$ cat config.mk
export PLATFORM = sky130hd
export DESIGN_NAME = retire_unit
export DESIGN_NICKNAME = d
export VERILOG_FILES = /design/src/rtl/retire_unit_pkg.sv /design/src/rtl/retire_unit_window.sv /design/src/rtl/retire_unit.sv
export SDC_FILE = /design/constraint.sdc
export NUM_CORES = 1
export LEC_CHECK = 0
export CAP_MARGIN = 30
export CORE_AREA = 2 2 213 215
export DETAILED_ROUTE_END_ITERATION = 10
export DIE_AREA = 0 0 215 217
export GPL_TIMING_DRIVEN = 0
export HOLD_SLACK_MARGIN = 0.02
export PLACE_DENSITY_LB_ADDON = 0.05
export SYNTH_ARGS = -nofsm -noshare
export SYNTH_HDL_FRONTEND = slang
export SYNTH_HIERARCHICAL = 1
export SYNTH_SLANG_ARGS = --single-unit
$ cat constraint.sdc
create_clock -name clock_i -period 7 [get_ports clock_i]
set_clock_uncertainty 0.05 [all_clocks]
set_input_delay 1.4 -clock clock_i [delete_from_list [all_inputs] [get_ports clock_i]]
set_output_delay 1.4 -clock clock_i [all_outputs]
set_load 0.02 [all_outputs]
$ cat src/rtl/retire_unit_pkg.sv
// Shared types for the retire stage: ROB head entry layout and retire FSM states.
package retire_unit_pkg;

    typedef struct packed {
        logic [31:0] pc;
        logic        exc_valid;
        logic [4:0]  exc_code;
        logic        is_store;
        logic        dest_reg_valid;
        logic [4:0]  dest_reg;
        logic [31:0] result_lo;
    } rob_entry_t;

    typedef enum logic [1:0] {
        RUN   = 2'd0,
        FLUSH = 2'd1,
        DRAIN = 2'd2
    } retire_state_t;

endpackage

$ cat src/rtl/retire_unit_window.sv
// Combinational retire-window finder: longest in-order prefix of valid, non-faulting
// slots holding at most one store (and only when the store buffer can take it).
module retire_unit_window
    import retire_unit_pkg::*;
#(
    parameter int RETIRE_COUNT = 4,
    parameter int IDX_WIDTH    = $clog2(RETIRE_COUNT),
    parameter int N_WIDTH      = $clog2(RETIRE_COUNT + 1)
) (
    input  rob_entry_t [RETIRE_COUNT-1:0] slot_data_i,
    input  logic [RETIRE_COUNT-1:0]       slot_valid_i,
    input  logic                          store_ready_i,
    output logic [N_WIDTH-1:0]            n_o,
    output logic [RETIRE_COUNT-1:0]       retire_mask_o,
    output logic                          store_in_win_o,
    output logic                          fault_o,
    output logic [IDX_WIDTH-1:0]          fault_idx_o
);

    logic stop;

    always_comb begin
        n_o            = '0;
        retire_mask_o  = '0;
        store_in_win_o = 1'b0;
        fault_o        = 1'b0;
        fault_idx_o    = '0;
        stop           = 1'b0;
        for (int i = 0; i < RETIRE_COUNT; i++) begin
            if (!stop) begin
                if (!slot_valid_i[i]) begin
                    stop = 1'b1;
                end else if (slot_data_i[i].exc_valid) begin
                    // The first slot past the window is the one that faults.
                    stop        = 1'b1;
                    fault_o     = 1'b1;
                    fault_idx_o = IDX_WIDTH'(i);
                end else if (slot_data_i[i].is_store && (store_in_win_o || !store_ready_i)) begin
                    stop = 1'b1;
                end else begin
                    retire_mask_o[i] = 1'b1;
                    n_o              = N_WIDTH'(i + 1);
                    if (slot_data_i[i].is_store) begin
                        store_in_win_o = 1'b1;
                    end
                end
            end
        end
    end

endmodule

$ cat src/rtl/retire_unit.sv
// In-order retirement of up to RETIRE_COUNT ROB head entries per cycle, with
// exception flush/drain sequencing, registered register-file writes and a retire counter.
module retire_unit
    import retire_unit_pkg::*;
#(
    parameter int RETIRE_COUNT = 4,
    parameter int COUNT_WIDTH  = $clog2(RETIRE_COUNT),
    parameter int CNT_WIDTH    = 32
) (
    input  logic                               clock_i,
    input  logic                               reset_i,
    input  rob_entry_t [RETIRE_COUNT-1:0]      slot_data_i,
    input  logic [RETIRE_COUNT-1:0]            slot_valid_i,
    input  logic                               empty_i,
    output logic                               consume_o,
    output logic [COUNT_WIDTH-1:0]             consume_count_o,
    input  logic                               store_ready_i,
    output logic                               store_commit_o,
    output logic                               flush_o,
    output logic [31:0]                        exc_pc_o,
    output logic [4:0]                         exc_code_o,
    output logic [RETIRE_COUNT-1:0][4:0]       rfile_wr_addr_o,
    output logic [RETIRE_COUNT-1:0]            rfile_wr_enable_o,
    output logic [RETIRE_COUNT-1:0][31:0]      rfile_wr_data_o,
    output logic [CNT_WIDTH-1:0]               retired_count_o
);

    localparam int N_WIDTH = $clog2(RETIRE_COUNT + 1);

    retire_state_t                       state_q, state_d;
    logic [N_WIDTH-1:0]                  win_n;
    logic [RETIRE_COUNT-1:0]             win_mask;
    logic                                win_store;
    logic                                win_fault;
    logic [COUNT_WIDTH-1:0]              win_fault_idx;
    logic                                run;
    logic                                take_fault;
    logic [N_WIDTH-1:0]                  n_eff;
    logic [RETIRE_COUNT-1:0]             retire_eff;
    logic [RETIRE_COUNT-1:0][RETIRE_COUNT-1:0] younger_match;
    logic [RETIRE_COUNT-1:0]             wr_en_d;

    logic                                flush_q;
    logic [31:0]                         exc_pc_q, exc_pc_d;
    logic [4:0]                          exc_code_q, exc_code_d;
    logic [RETIRE_COUNT-1:0][4:0]        wr_addr_q;
    logic [RETIRE_COUNT-1:0]             wr_en_q;
    logic [RETIRE_COUNT-1:0][31:0]       wr_data_q;
    logic [CNT_WIDTH-1:0]                retired_q, retired_d;

    retire_unit_window #(
        .RETIRE_COUNT (RETIRE_COUNT),
        .IDX_WIDTH    (COUNT_WIDTH),
        .N_WIDTH      (N_WIDTH)
    ) u_window (
        .slot_data_i    (slot_data_i),
        .slot_valid_i   (slot_valid_i),
        .store_ready_i  (store_ready_i),
        .n_o            (win_n),
        .retire_mask_o  (win_mask),
        .store_in_win_o (win_store),
        .fault_o        (win_fault),
        .fault_idx_o    (win_fault_idx)
    );

    assign run             = (state_q == RUN);
    assign take_fault      = run && win_fault;
    assign n_eff           = run ? win_n : '0;
    assign retire_eff      = run ? win_mask : '0;
    assign consume_o       = (n_eff != '0);
    assign consume_count_o = consume_o ? COUNT_WIDTH'(n_eff - N_WIDTH'(1)) : '0;
    assign store_commit_o  = run && win_store;

    // A slot writes only if no younger retiring slot targets the same register.
    for (genvar gi = 0; gi < RETIRE_COUNT; gi++) begin : g_wr
        for (genvar gj = 0; gj < RETIRE_COUNT; gj++) begin : g_cmp
            if (gj > gi) begin : g_younger
                assign younger_match[gi][gj] = retire_eff[gj] && slot_data_i[gj].dest_reg_valid
                                               && (slot_data_i[gj].dest_reg == slot_data_i[gi].dest_reg);
            end else begin : g_older
                assign younger_match[gi][gj] = 1'b0;
            end
        end
        assign wr_en_d[gi] = retire_eff[gi] && slot_data_i[gi].dest_reg_valid
                             && (slot_data_i[gi].dest_reg != 5'd0) && !(|younger_match[gi]);
    end

    always_comb begin
        state_d    = state_q;
        exc_pc_d   = exc_pc_q;
        exc_code_d = exc_code_q;
        retired_d  = retired_q + CNT_WIDTH'(n_eff);
        case (state_q)
            RUN: begin
                if (take_fault) begin
                    state_d    = FLUSH;
                    exc_pc_d   = slot_data_i[win_fault_idx].pc;
                    exc_code_d = slot_data_i[win_fault_idx].exc_code;
                end
            end
            FLUSH:   state_d = empty_i ? RUN : DRAIN;
            DRAIN:   if (empty_i) state_d = RUN;
            default: state_d = RUN;
        endcase
    end

    always_ff @(posedge clock_i or posedge reset_i) begin
        if (reset_i) begin
            state_q    <= RUN;
            flush_q    <= 1'b0;
            exc_pc_q   <= '0;
            exc_code_q <= '0;
            wr_en_q    <= '0;
            wr_addr_q  <= '0;
            wr_data_q  <= '0;
            retired_q  <= '0;
        end else begin
            state_q    <= state_d;
            flush_q    <= take_fault;
            exc_pc_q   <= exc_pc_d;
            exc_code_q <= exc_code_d;
            wr_en_q    <= wr_en_d;
            retired_q  <= retired_d;
            for (int i = 0; i < RETIRE_COUNT; i++) begin
                wr_addr_q[i] <= slot_data_i[i].dest_reg;
                wr_data_q[i] <= slot_data_i[i].result_lo;
            end
        end
    end

    assign flush_o           = flush_q;
    assign exc_pc_o          = exc_pc_q;
    assign exc_code_o        = exc_code_q;
    assign rfile_wr_enable_o = wr_en_q;
    assign rfile_wr_addr_o   = wr_addr_q;
    assign rfile_wr_data_o   = wr_data_q;
    assign retired_count_o   = retired_q;

endmodule

# Yosys cells after proc, flatten, opt, wreduce, memory -nomap -nowiden

Cells that the tools add are included.

Word-level logic and storage cells: 156
Latch bits: 0
Bits in registers: 224
Bits of input ports: 316
Bits in writable memories: 0
Output and inout port bits: 226
Bits in read-only memories: 0
Memories kept: 0

Bitwise gates (word level): 0
Divide/modulo/power cells: 0
Shifts and indexed selects: 0
$add $sub $neg: 2
Magnitude comparators: 1
Multiply operators: 0
Reductions and logical operators: 40
Equal/unequal tests: 10
Muxes and demuxes: 89

Operator list:

| cell                                                                    | number |
|---|---|
| 77-bit binary-select mux with 2-bit select                              | 1 |
| 77-bit 2-to-1 mux                                                       | 1 |
| 1-bit 2-to-1 mux                                                        | 58 |
| 3-bit 2-to-1 mux                                                        | 15 |
| 32-bit by 3-bit adder with 32-bit output                                | 1 |
| 5-bit == test                                                           | 6 |
| 2-bit 2-to-1 mux                                                        | 12 |
| 1-bit logical AND                                                       | 23 |
| 5-bit nonzero test                                                      | 4 |
| 2-bit one-hot mux with 3 select lines                                   | 1 |
| 1-bit logical NOT                                                       | 4 |
| 4-bit 2-to-1 mux                                                        | 1 |
| 2-bit AND reduction                                                     | 2 |
| 1-bit logical OR                                                        | 3 |
| 2-bit by 3-bit < comparator with 1-bit output, second input constant    | 1 |
| 3-bit nonzero test                                                      | 1 |
| 3-bit OR reduction                                                      | 1 |
| 2-bit by 1-bit == test with 1-bit output, second input constant         | 1 |
| 2-bit == test, second input constant                                    | 1 |
| 2-bit logical NOT                                                       | 1 |
| 2-bit by 1-bit inequality test with 1-bit output, second input constant | 1 |
| 2-bit inequality test, second input constant                            | 1 |
| 2-bit OR reduction                                                      | 1 |
| 2-bit by 1-bit subtractor with 2-bit output, second input constant      | 1 |

# Logic depth before layout (Yosys ltp)

Depth in word-level cells: 29
Depth in mapped cells: 12

# Modules after synthesis

Netlist, hierarchy kept.

By module, submodules not included:

| module             | seq. area each (um^2) | cells an instance | times used | area each (um^2) |
|---|---|---|---|---|
| retire_unit        | 5,605.4               | 482               | 1          | 8,210.4 |
| retire_unit_window | 0.0                   | 35                | 1          | 281.5 |

# Worst setup path after synthesis

OpenSTA, ideal clock, no wires.

Path kind: input to output
Start: input port slot_data_i[198] in the netlist's numbering
End: output port consume_count_o[1]
Slack: 2,637 ps
Stages on the path: 6
Buffers on the path: 0
Data arrival time: 2,913 ps
Cell sequence: and2b_1 > a2111o_1 > a21oi_1 > nor3b_1 > a21oi_1 > nor3_1

Word-level cells in the longest chain between the ends: 12

Ends and longest elaborated chain:

| element                | line                     | text |
|---|---|---|
| from (decl)            | retire_unit.sv:12        | `input rob_entry_t [RETIRE_COUNT-1:0] slot_data_i,` |
| 1-bit 2-to-1 mux       | retire_unit_window.sv:33 | `end else if (slot_data_i[i].exc_valid) begin` |
| 1-bit 2-to-1 mux       | retire_unit_window.sv:31 | `if (!slot_valid_i[i]) begin` |
| 1-bit 2-to-1 mux       | retire_unit_window.sv:30 | `if (!stop) begin` |
| 1-bit logical OR       | retire_unit_window.sv:38 | `end else if (slot_data_i[i].is_store && (store_in_win_o \|\| !store_ready_i)) begin` |
| 1-bit logical AND      | retire_unit_window.sv:38 |  |
| 3-bit 2-to-1 mux       | retire_unit_window.sv:38 |  |
| 3-bit 2-to-1 mux       | retire_unit_window.sv:33 |  |
| 3-bit 2-to-1 mux       | retire_unit_window.sv:31 |  |
| 3-bit 2-to-1 mux (*)   | retire_unit_window.sv:30 |  |
| net win_n[2]           | retire_unit.sv:31        | `logic [N_WIDTH-1:0] win_n;` |
| 3-bit 2-to-1 mux (*)   | retire_unit.sv:68        | `assign n_eff = run ? win_n : '0;` |
| 3-bit nonzero test (*) | retire_unit.sv:70        | `assign consume_o = (n_eff != '0);` |
| 2-bit 2-to-1 mux (*)   | retire_unit.sv:71        | `assign consume_count_o = consume_o ? COUNT_WIDTH'(n_eff - N_WIDTH'(1)) : '0;` |
| to (decl)              | retire_unit.sv:16        | `output logic [COUNT_WIDTH-1:0] consume_count_o,` |

The timed path passes the listed nets; every way through them passes the cells marked *.

# Worst setup path in the final report

Start: input port slot_valid_i[0]
End: output port consume_count_o[0]

Word-level cells in the longest chain between the ends: 22

Ends and longest elaborated chain:

| element                | line                     | text |
|---|---|---|
| from (decl)            | retire_unit.sv:13        | `input logic [RETIRE_COUNT-1:0] slot_valid_i,` |
| 1-bit 2-to-1 mux       | retire_unit_window.sv:31 |  |
| 1-bit logical OR       | retire_unit_window.sv:38 |  |
| 1-bit logical AND      | retire_unit_window.sv:38 |  |
| 1-bit 2-to-1 mux       | retire_unit_window.sv:38 |  |
| 1-bit 2-to-1 mux       | retire_unit_window.sv:33 |  |
| 1-bit 2-to-1 mux       | retire_unit_window.sv:31 |  |
| 1-bit 2-to-1 mux       | retire_unit_window.sv:30 |  |
| 1-bit logical OR       | retire_unit_window.sv:38 |  |
| [7 not listed]         | n/a                      |  |
| 3-bit 2-to-1 mux       | retire_unit_window.sv:38 |  |
| 3-bit 2-to-1 mux       | retire_unit_window.sv:33 |  |
| 3-bit 2-to-1 mux       | retire_unit_window.sv:31 |  |
| 3-bit 2-to-1 mux (*)   | retire_unit_window.sv:30 |  |
| net win_n[1]           | retire_unit.sv:31        |  |
| 3-bit 2-to-1 mux (*)   | retire_unit.sv:68        |  |
| 3-bit nonzero test (*) | retire_unit.sv:70        |  |
| 2-bit 2-to-1 mux (*)   | retire_unit.sv:71        |  |

Marks and branches as above.

==> qor.yml <==
outcome: "complete, no violations"
grt_max_degree: 40
async_reset_ff_frac: 1.00
p_per_area_mw_per_mm2: 245
min-delay-start: "retired_count_o[31]$_DFF_PP0_"
dp_hpwl_mm: 30.0
drive_gt1_frac: 0.142
cp_slowest_cell: "clkdlybuf4s50_1"
synth.ff_latch_count: 224
viasPerCell: 3.80
gp_congestion: 0.781
fin_tns_setup_ns: 0
clockRootBuffer: "clkbuf_16"
syn2layout_area_growth_pct: 85.9
fin_util: 0.353
nets: 1415
synthesis.area_mm2: 0.00849
cts-resized-gates: 0
wl_mm: 36.9
yosysWarnings: 6
relSlewSlack: 0.497
max_cap_viol_count: 0
leakagePower_nw: 6.28
cts_hold_buf: 0
die-width_um: 215
vias: 6541
dr.pass1.iters: 4
grt_usage: 0.156
min_path_type: "reg2reg"
yosysUniqueCellTypes: 59
met1_usage: 0.169
dieArea_mm2: 0.0467
gr-total-overflow: 0
setup_viol: 0
htreeDepth: 1
path_cells: "clkdlybuf4s50_1, or2b_1, a21oi_4, and2_1, a21boi_1, nand2_1, inv_1, nor2_1, nor2_1, clkdlybuf4s50_1"
antenna_left: 0
clk_path_buf_depth: 3
crit_arrival_ns: 4.09
drc: 0
vdd_drop_max_mv: 0.181
initial_core_util: 0.190
crit_required_ns: 5.55
rsz0062_at_grt: "no"
fmax_ghz: 0.180
io_pins: 542
clock_latency_ns: 0.56
synth_fp_nets: 837
final_common_cell: "clkdlybuf4s50_1"
cts_tree: "done"
drv_slew: 0
final-hold-violation-count: 0
cts_buffers: 29
portBuffers: 541
grt_pass1_wl_mm: 52.8
fin_crit_ns: 5.54
crit_path_end_kind: "output pin"
synth-edff-count: 0
path_max_fanout: 7
drt_iter0_drc: 212
synth_top_flop_cell: "dfrtp_1"
critPathMaxStageDelay_ns: 0.65
cts_setup_buffers: 0
core_area_mm2: 0.0447
fill_cells: 4442
startpoint_type: "input pin"
num_rows: 78
synth-seq-area-share: 0.660
grt_pass1_vias: 7101
worst_pin_slew_ns: 0.754
grtUsageMet2: 0.285
die_h_um: 217
cts.sinks: 224
cts.clk_slew.worst_paths_ns: 0.06
use_met3: 0.0632
rr_startpoint: "state_q[0]$_DFFE_PP0P_"
critPathKind: "in2out"
fin_crit_sh: 0.792
routedWlPerCell_um: 21.4
grt.busiest_layer: "met2"
critPathLaunch: "slot_valid_i[0]"
synth_cells: 517
antenna_found_initial: 12
final_cell_mix: "clkdlybuf4s50_1 (541), dfrtp_1 (224), mux4_2 (37), mux2_2 (37), xnor2_1 (32)"
avgSynthCellArea_um2: 16.4
-- logic make-up (layout without fill, tap and decap cells) --
logic type | Yosys count | after routing | synth area share
AOI/OAI and AO/OA | 30 | 30 | 0.0334
adders and majority gates | 4 | 4 | 0.00678
muxes | 74 | 74 | 0.147
xor gates and xnor gates | 61 | 61 | 0.0629
buffers and inverters | 27 | 627 | 0.0144
other | 0 | 6 | 0
and+or+nand+nor | 97 | 97 | 0.0751
DFF | 224 | 224 | 0.660
-- report_power, final --
group	leakage [nW]	internal [mW]	total, mW	switching (mW)
clock	0.475	0.934	1.52	0.587
combinational	3.11	0.477	0.871	0.394
sequential	2.69	1.42	1.48	0.0598
total	6.28	2.83	3.87	1.04
-- state kept, by name, indices dropped and copies added, names as in the netlist --
name,flops
state_q,2
rfile_wr_addr_o,20
retired_count_o,32
exc_code_o,5
rfile_wr_data_o,128
exc_pc_o,32
rfile_wr_enable_o,4
flush_o,1
-- synthesized netlist by cell type (all sizes together) (2+ instances only) --
cell     number  area, um^2
a2111oi       3        63.8
a211oi        3        35.0
a21oi         6        45.1
a31oi         3        18.8
a41o          2        20.0
and2         10        63.8
and2b         3        23.8
and3          4        25.0
and4          4        36.3
buf           9        53.8
clkbuf        5        20.0
dfrtp       224        5610
ha            3        37.5
inv          13        48.8
mux2         37         417
mux4         37         833
nand2        14        52.6
nand2b        2        12.5
nand3        14        80.1
nand4        10        92.6
nor2         12        45.0
nor3          4        20.0
nor3b         2        15.0
nor4          8        83.8
o2111ai       2        17.5
o21ai         3        15.0
o22ai         2        12.5
or3           2        17.5
or4           3        22.5
xnor2        32         280
xor2         29         254
-- metrics by stage --
stage / std cells / total power, mW / hold WS [ns] / instance area [um^2] / worst slack (ns)
global placement: 1658 / 2.38 / 0.419 / 14700 / 0.338
finish: 1723 / 3.87 / 0.423 / 15800 / 1.46
global route: 1721 / 4.07 / 0.468 / 15800 / 1.19
floorplan: 517 / 1.84 / 0.474 / 8500 / 2.63
detailed placement: 1664 / 2.39 / 0.414 / 14800 / 1.44
CTS: 1717 / 3.96 / 0.427 / 15800 / 1.43
-- worst paths after layout --
check / endpoint / slack, ns / depth (start not counted)
min reg2reg: retired_count_o[31]$_DFF_PP0_ / 0.42 / 1
max: consume_count_o[0] / 1.46 / 10
max in group asynchronous: retired_count_o[12]$_DFF_PP0_ / 4.76 / 4
max reg2reg: retired_count_o[20]$_DFF_PP0_ / 3.70 / 10
min in group asynchronous: rfile_wr_data_o[79]$_DFF_PP0_ / 1.24 / 2
min: retired_count_o[31]$_DFF_PP0_ / 0.42 / 1
-- layer usage --
layer	routed length (um)	part of all wire
met4	710	0.019
met1	13400	0.36
met2	19400	0.53
met3	3360	0.091
met5	71	0.0019
-- cell type report --
class                   count  area [um^2]  share of cell area
plain buffers              14         73.8             0.00468
multi-input cells         266         2760               0.175
flip-flops and latches    224         5610               0.355
clock buffers              41          831              0.0526
diodes                      6         15.0            0.000951
inverters                  13         52.6             0.00333
clock inverters            12          150             0.00951
well taps                 600          751              0.0476
repair buffers            547         5540               0.351
-- worst max-delay path: cells and delay by family --
kind | cells | cell delay (ns)
buffers and inverters | 3 | 1.28
and+or+nand+nor | 5 | 0.87
AOI/OAI and AO/OA | 2 | 0.54
Power figures use the tool's default switching activity.
